===== src/rtl/apb_slave_regs.sv =====
`default_nettype none
// ============================================================================
// Module   : apb_slave_regs
// Brief    : APB register slave: read-only ID at register 0, RW registers above.
//            `APB_SLV_WAIT_STATES_EN enables the WAIT_CYCLES access wait counter.
// Revision : 1.0 - initial release
// ============================================================================
module apb_slave_regs #(
    parameter int                    ADDR_WIDTH  = 32,
    parameter int                    DATA_WIDTH  = 32,
    parameter int                    NUM_REGS    = 8,
    parameter int                    WAIT_CYCLES = 2,
    parameter logic [DATA_WIDTH-1:0] ID_VALUE    = 32'hA5B0_0001
) (
    input  logic                  i_clk_apb,
    input  logic                  i_rst_apb,
    input  logic                  i_psel,
    input  logic                  i_penable,
    input  logic                  i_pwrite,
    input  logic [ADDR_WIDTH-1:0] i_paddr,
    input  logic [DATA_WIDTH-1:0] i_pwdata,
    output logic [DATA_WIDTH-1:0] o_prdata,
    output logic                  o_pready,
    output logic                  o_pslverr
);

    localparam int c_idx_w = $clog2(NUM_REGS);

    if (WAIT_CYCLES < 0 || WAIT_CYCLES > 15) begin : g_bad_wait_cycles
        $error("apb_slave_regs: WAIT_CYCLES must be in 0..15");
    end
    if (NUM_REGS < 2 || (NUM_REGS & (NUM_REGS - 1)) != 0) begin : g_bad_num_regs
        $error("apb_slave_regs: NUM_REGS must be a power of 2, at least 2");
    end

    typedef enum logic [0:0] {
        S_IDLE   = 1'b0,
        S_ACCESS = 1'b1
    } state_t;

    state_t                  r_state;
    state_t                  w_state_next;
    logic [ADDR_WIDTH-1:0]   r_addr;
    logic                    r_write;
    logic [DATA_WIDTH-1:0]   r_wdata;
    logic [DATA_WIDTH-1:0]   r_regs [NUM_REGS];

    logic                    w_setup;
    logic                    w_cnt_zero;
    logic                    w_complete;
    logic [c_idx_w-1:0]      w_idx;
    logic [ADDR_WIDTH-1:0]   w_upper;
    logic                    w_legal;
    logic                    w_err;
    logic [DATA_WIDTH-1:0]   w_rd_val;

    assign w_setup = i_psel & ~i_penable;

`ifdef APB_SLV_WAIT_STATES_EN
    logic [3:0] r_wait_cnt;

    always_ff @(posedge i_clk_apb) begin
        if (i_rst_apb) begin
            r_wait_cnt <= 4'd0;
        end else if (r_state == S_IDLE && w_setup) begin
            r_wait_cnt <= 4'(WAIT_CYCLES);
        end else if (r_state == S_ACCESS && r_wait_cnt != 4'd0) begin
            r_wait_cnt <= r_wait_cnt - 4'd1;
        end
    end

    assign w_cnt_zero = (r_wait_cnt == 4'd0);
`else
    assign w_cnt_zero = 1'b1;
`endif

    assign w_complete = (r_state == S_ACCESS) & w_cnt_zero & i_psel & i_penable;

    // Decode works on the address captured at setup, not the live bus.
    assign w_idx    = r_addr[2 +: c_idx_w];
    assign w_upper  = r_addr >> (c_idx_w + 2);
    assign w_legal  = (r_addr[1:0] == 2'b00) && (w_upper == '0);
    assign w_err    = ~w_legal | (r_write & (w_idx == '0));
    assign w_rd_val = (w_idx == '0) ? ID_VALUE : r_regs[w_idx];

    assign o_pready  = w_complete;
    assign o_pslverr = w_complete & w_err;
    assign o_prdata  = (w_complete & ~r_write & ~w_err) ? w_rd_val : '0;

    always_ff @(posedge i_clk_apb) begin
        if (i_rst_apb) begin
            r_state <= S_IDLE;
        end else begin
            r_state <= w_state_next;
        end
    end

    always_comb begin
        w_state_next = r_state;
        case (r_state)
            S_IDLE: begin
                if (w_setup) begin
                    w_state_next = S_ACCESS;
                end
            end
            S_ACCESS: begin
                if (!i_psel || w_complete) begin
                    w_state_next = S_IDLE;
                end
            end
            default: w_state_next = S_IDLE;
        endcase
    end

    always_ff @(posedge i_clk_apb) begin
        if (i_rst_apb) begin
            r_addr  <= '0;
            r_write <= 1'b0;
            r_wdata <= '0;
        end else if (r_state == S_IDLE && w_setup) begin
            r_addr  <= i_paddr;
            r_write <= i_pwrite;
            r_wdata <= i_pwdata;
        end
    end

    // Register 0 is never written: any write to it is flagged as an error.
    always_ff @(posedge i_clk_apb) begin
        if (i_rst_apb) begin
            for (int i = 0; i < NUM_REGS; i++) begin
                r_regs[i] <= '0;
            end
        end else if (w_complete && r_write && !w_err) begin
            r_regs[w_idx] <= r_wdata;
        end
    end

endmodule
`default_nettype wire


===== config.mk =====
export PLATFORM = sky130hd
export DESIGN_NAME = apb_slave_regs
export DESIGN_NICKNAME = d
export VERILOG_FILES = /design/src/rtl/apb_slave_regs.sv
export SDC_FILE = /design/constraint.sdc
export NUM_CORES = 1
export LEC_CHECK = 0
export ABC_AREA = 1
export CAP_MARGIN = 10
export CORE_MARGIN = 8
export CORE_UTILIZATION = 59
export DETAILED_ROUTE_END_ITERATION = 6
export PLACE_DENSITY = 0.8
export SYNTH_ARGS = -nofsm -noshare
export SYNTH_HDL_FRONTEND = slang
export SYNTH_SLANG_ARGS = --single-unit
export TNS_END_PERCENT = 1

===== constraint.sdc =====
create_clock -name i_clk_apb -period 3.71 [get_ports i_clk_apb]
set_clock_uncertainty 0.2 [all_clocks]
set_input_delay 0.371 -clock i_clk_apb [delete_from_list [all_inputs] [get_ports i_clk_apb]]
set_output_delay 0.371 -clock i_clk_apb [all_outputs]
set_load 0.02 [all_outputs]

==> summary.txt, run 1 <==
GRT
  – First-pass GRT wire length: 53.7 mm
  – GR Layer Usage met1: 0.295
  – GRT met3 Usage: 0.0472
  – GRT Total Usage: 0.236
  – Global route overflow: 0
  – Vias in the first global route: 10300
  – Initial antenna violation count: 0
  – Busiest grt layer: met2
  – Largest net degree at the start of global routing: 115
  – Met2 usage: 0.404

Final layout
  – Register area: 9070 um^2
  – Fillcell total: 1705
  – Final Non-Filler Cells: 1837
  – Antenna cells: 0
  – Fraction of layout cells with a size suffix above 1: 0.0659
  – Nets: 1562
  – Area Growth Syn to Fin: 16.9%
  – Area of the multi-input gates: 4140 um^2

Synthesis
  – Top post-synthesis cells by area: edfxtp_1, nor2_1, dfxtp_1
  – Synth Flop Type: edfxtp_1
  – Synth Area in Adders: 0
  – Post-Synth Simple-Gate Area: 0.179
  – Synth Area in Compound Gates: 0.109
  – Yosys top cell area share: 0.552
  – Yosys top cell by area: edfxtp_1
  – Post-synth EDFFs: 256
  – Top-count cell post-synth: nor2_1
  – XOR/XNOR Fraction of Synth Area: 0
  – Post-synth cell types: 23
  – Largest family of logic cells by synthesized area: simple AND/OR/NAND/NOR gates
  – Most instantiated cells after synthesis: nor2_1, edfxtp_1, o21ai_0, a21oi_1, inv_1
  – Syn. warnings: 0
  – Post-synth ARST share: 0
  – Register area share after synthesis: 0.651
  – Seq cells post-synth: 325
  – Syn avg cell area: 10.0 um^2
  – Mapped Area: 13900 um^2
  – Post-synthesis mux area share: 0
  – Mapped Cells: 1391

Floorplanning
  – Core Footprint: 23300 um^2
  – Die H: 170 um
  – Starting Density: 0.597
  – Die width: 170 um
  – # IOs: 103
  – DIE AREA: 28800 um^2
  – Std-Cell Rows: 56

STA
  – Endpoints failing setup: 0
  – Period minus WS final: 3.54 ns
  – Max_slew headroom: 0.205
  – Worst Max-Slew Pin Slew: 1.19 ns
  – Setup TNS: 0 ns
  – Final hold viol count: 0
  – RSZ-0062 raised after global routing: no
  – Slew Limit Fails: 0
  – Tcrit/Tclk final: 0.953
  – Max Clk Rate: 283 MHz

Critical path
  – CP required: 3.14 ns
  – CP max stage delay: 0.63 ns
  – Worst r2r src: r_addr[18]
  – Classification of the worst setup path: flip-flop to primary output
  – CP delay by family, top: simple AND/OR/NAND/NOR gates
  – Bufs and invs on worst path: 2
  – Critical path peak fanout: 20
  – Launching element type of the critical path: flip-flop
  – Setup crit end kind: primary output
  – Critical path's slowest cell: clkdlybuf4s50_1
  – Cell Chain, Critical Path: nor2_1, nand2_1, nor2_1, nand2_1, nor2_8, nand3_4, buf_12, nor2_1, clkdlybuf4s50_1
  – Most used cell, CP: nor2_1
  – R2r endpoint: r_regs[2][23]
  – Reg2Reg Depth: 8
  – Reg2Reg Setup Slack: 1.34 ns
  – Crit path DAT: 2.97 ns

Detailed routing
  – Residual DRC count: 0
  – Avg WL per Cell: 18.5 um
  – Final wirelength: 34.0 mm
  – Vias: 10300
  – Initial DRC Count: 1132
  – DRT Pass-1 Iters: 5
  – Avg Vias per Cell: 5.61
  – Final antenna-violating net count: 0

Clock network
  – Htree depth: 1
  – Post-CTS setup buffers: 0
  – CTS root buf: clkbuf_16
  – Cts bufs inserted: 31
  – CTS sink cnt: 325
  – TritonCTS clock tree: built
  – Max Root-Sink Buffers: 3
  – Worst-path clk slew: 0.06 ns
  – Clock latency at the later pin of the worst-skew pair: 0.56 ns

Place
  – DP HPWL: 19.4 mm
  – GP Congestion: 0.797
  – IO buf count: 102
  – Placed cell count: 1779

Pwr
  – Worst VDD drop: 366 uV
  – P_leak: 5.84 nW
  – Pwr dens: 488 nW/um^2

Job
  – Maximum Capacitance Violations: 0

Hold path
  – Hold Path Sink: r_state
  – Worst hold stages: 3
  – Worst Hold Class: input pin to flip-flop
  – Worst min-delay path startpoint: i_psel

Outcome
  – Run status: finished, final reports clean
[worst reg2reg max path, delay by kind of cell (launching register included)]
kind / cells / cell delay [ns]
flip-flops: 1 / 0.31
AND/OR/NAND/NOR: 7 / 1.08
buffers and inverters: 1 / 0.41
[worst max path at each step]
stage | startpoint | to | slack [ns] | depth (start not counted)
2_1_floorplan | i_penable | r_regs[1][0] | 1.07 | 5
3_3_place_gp | i_penable | o_prdata[22] | 0.69 | 7
3_5_place_dp | r_addr[4] | o_prdata[7] | 0.60 | 8
4_1_cts | r_addr[18] | o_prdata[7] | 0.16 | 9
5_1_grt | r_addr[18] | o_prdata[7] | 0.03 | 9
6_report | r_addr[18] | o_prdata[7] | 0.17 | 9
[cell families after synthesis]
| logic type | after synthesis |
|---|---|
| compound gates | 290 |
| buf+inv | 177 |
| flops | 325 |
| other cells | 1 |
| simple gates | 598 |
[sequential cells by signal, summed over array words and instances (netlist names), named ones only]
signal	count
r_addr	32
r_wdata	32
r_write	1
r_regs	256
r_state	1
[metrics by stage]
stage | cell area, um^2 | util | hold slack (ns) | worst slack [ns] | total power [mW]
after floorplan | 14000 | - | 0.224 | 1.07 | 4.64
after global placement | 15300 | 0.654 | 0.234 | 0.694 | 4.89
after detailed placement | 15300 | 0.654 | 0.240 | 0.603 | 4.92
after CTS | 16300 | 0.698 | 0.215 | 0.159 | 7.95
after global routing | 16300 | 0.698 | 0.250 | 0.0347 | 8.19
final | 16300 | 0.698 | 0.227 | 0.174 | 7.95
[cell usage in the layout, fill, tap and decap left out, drive strengths merged]
cell and n:
nor2 440, edfxtp 256, o21ai 169, clkdlybuf4s50 101
a21oi 97, nand3 86, inv 80, dfxtp 69
nand2 61, clkbuf 48, buf 35, conb 32
o211ai 24, nor3 9, clkinv 8, nand4 1
or3 1, bufinv 1
[area by class of cell]
| cell class | count | share of cell area |
|---|---|---|
| flip-flops and latches | 325 | 0.558 |
| multi-input cells | 920 | 0.255 |
| repair buffers | 136 | 0.0827 |
| clock buffers | 48 | 0.0578 |
| well taps | 319 | 0.0245 |
| inverters | 79 | 0.0182 |
| clock inverters | 10 | 0.00469 |
[repair_timing]
action | 4_1_cts | 5_1_grt
hold buffers | 0 | 0
gates resized for setup | 1 | 0
endpoints found under the setup margin | 1 | 0
[metal layers]
| layer | vias to the layer above | part of all wire |
|---|---|---|
| li1 | 4887 | - |
| met1 | 4863 | 0.39 |
| met2 | 490 | 0.49 |
| met3 | 61 | 0.091 |
| met4 | 0 | 0.023 |
| met5 | - | 0 |
[where the power goes]
part / internal [mW] / switching [mW]
Combinational: 0.237 / 0.487
Sequential: 4.08 / 0.0487
Clock: 1.81 / 1.29
Total: 6.12 / 1.82
Power figures use the tool's default switching activity.
==> run 2: changes to the inputs <==
MAX_ROUTING_LAYER = met4   (was unset)
clock period = 3.5 ns   (was 3.71 ns; I/O delays follow)
==> run 2 against run 1 <==
  * First-iteration DRC count down 14%
  * Global-route usage is 0.11 points lower
  * Worst setup slack worse by 0.088 ns
  * Non-clock buffer count grew 2
  * Sequential share of layout area about the same
  * Critical endpoint is now o_prdata[30]
  * Largest power group unchanged
==> summary.txt, run 2 (synthesized netlist as in run 1, its figures left out) <==
Clock network
  – Clock latency at the later pin of the worst-skew pair: 0.57 ns
  – Htree depth: 1
  – CTS sink cnt: 325
  – Max Root-Sink Buffers: 3
  – CTS root buf: clkbuf_16
  – Cts bufs inserted: 31
  – TritonCTS clock tree: built
  – Worst-path clk slew: 0.06 ns

Final layout
  – Largest reg by FF count: r_regs
  – Nets: 1564
  – Most frequent cells in the layout: nor2_1, edfxtp_1, o21ai_0
  – Commonest non-fill, non-tap cell in the layout: nor2_1
  – Fillcell total: 1631
  – Area Growth Syn to Fin: 16.9%
  – Antenna cells: 0
  – Area of the multi-input gates: 4140 um^2
  – Max reg flops: 256
  – Top flop regs: r_regs x256, r_addr x32, r_wdata x32
  – Final cell utilization of the core: 0.698
  – Register area: 9070 um^2
  – Fraction of layout cells with a size suffix above 1: 0.0658

Outcome
  – Run status: finished, final reports clean

Place
  – DP HPWL: 19.1 mm
  – IO buf count: 102
  – GP Congestion: 0.819
  – Pre-CTS setup slack: 0.669 ns

Detailed routing
  – Avg Vias per Cell: 5.61
  – Final wirelength: 33.5 mm
  – Avg WL per Cell: 18.2 um
  – Residual DRC count: 0
  – Initial DRC Count: 971
  – DRT Pass-1 Iters: 6
  – Final antenna-violating net count: 0
  – Vias: 10300

GRT
  – Largest net degree at the start of global routing: 137
  – Vias in the first global route: 9978
  – Global route overflow: 0
  – First-pass GRT wire length: 51.7 mm
  – Initial antenna violation count: 0
  – GRT Total Usage: 0.235

Critical path
  – Classification of the worst setup path: flip-flop to primary output
  – End of the critical path: o_prdata[30]
  – Setup crit end kind: primary output
  – R2r endpoint: r_regs[2][23]
  – Crit path DAT: 2.86 ns
  – Reg2Reg Setup Slack: 1.27 ns
  – Critical path peak fanout: 136
  – Worst r2r src: r_addr[2]
  – Reg2Reg Depth: 7
  – CP required: 2.95 ns
  – Launching element type of the critical path: flip-flop

Floorplanning
  – # IOs: 103
  – Std-Cell Rows: 56
  – Die width: 170 um
  – DIE AREA: 28800 um^2
  – Starting Density: 0.597
  – Core Footprint: 23300 um^2
  – Die H: 170 um

STA
  – Max_slew headroom: 0.229
  – Period minus WS final: 3.41 ns
  – Worst Max-Slew Pin Slew: 1.15 ns
  – Max Clk Rate: 293 MHz
  – Slew Limit Fails: 0
  – Tcrit/Tclk final: 0.975
  – Endpoints failing setup: 0
  – Hold Slack: 0.207 ns
  – RSZ-0062 raised after global routing: yes
  – Setup ws final: 0.0860 ns
  – Final hold viol count: 0

Hold path
  – Worst min-delay path startpoint: i_pwdata[1]
  – Worst Hold Class: input pin to flip-flop

Pwr
  – Worst VDD drop: 335 uV
  – Final Power: 8.46 mW
  – P_leak: 5.89 nW
  – Pwr dens: 519 nW/um^2

Job
  – Maximum Capacitance Violations: 0
## run 2: cell count changes in the layout (fill, tap and decap cells not counted)
cell / previous run / this run
clkbuf_1: 8 / 9
clkbuf_8: 8 / 7
nand3_4: 8 / 7
nand3_2: 2 / 3
dlymetal6s2s_1: 0 / 3
clkinvlp_4: 0 / 1
buf_12: 6 / 5
bufinv_16: 1 / 2
buf_4: 28 / 30
dlygate4sd3_1: 0 / 1
clkdlybuf4s50_1: 101 / 98
clkbuf_16: 32 / 31
clkinv_2: 6 / 5
## run 2: area by class of cell
class                   instances  share of cell area
clock buffers                  47              0.0556
clock inverters                11             0.00669
inverters                      79              0.0182
multi-input cells             920               0.254
flip-flops and latches        325               0.557
well taps                     319              0.0245
repair buffers                138              0.0835
## run 2: timing repair
item	CTS	global route
hold buffers	1	0
setup buffers	0	0
gates resized for setup	0	3
hold endpoints to repair	1	0
endpoints found under the setup margin	0	4
## run 2: routing by layer
layer,wire length [um],global-route usage,up-vias
li1,-,-,4891
met1,13100,0.283,4841
met2,16600,0.396,513
met3,2950,0.0451,68
met4,790,0.0700,0
met5,0,-,-
## run 2: critical path, stage by stage (launching register included)
cell and delay (ns):
dfxtp_4 0.36, buf_12 0.42, nor2_1 0.13, nor2_1 0.11, o21ai_0 0.12, nand3_1 0.14
nand3_1 0.14, nor2_1 0.14, clkdlybuf4s50_1 0.62
## run 2: worst min path at each step
stage	to	slack (ns)	cells after the start
finish	r_wdata[1]	0.21	3
global route	r_addr[14]	0.21	3
CTS	r_state	0.18	3
detailed placement	r_addr[10]	0.24	2
global placement	r_addr[11]	0.23	2
floorplan	r_addr[0]	0.22	2
## run 2: where the power goes
group / leakage (nW) / total [mW] / internal (mW) / switching [mW]
logic: 2.20 / 0.759 / 0.251 / 0.508
registers: 3.19 / 4.38 / 4.33 / 0.0525
clock network: 0.499 / 3.32 / 1.92 / 1.39
## run 2: per-stage QoR
stage                     cells  TNS [ns]  instance area [um^2]
after floorplan            1422         0                 14000
after global placement     1780         0                 15200
after detailed placement   1780         0                 15200
after CTS                  1839         0                 16300
after global routing       1839   -0.0204                 16300
final                      1839         0                 16300
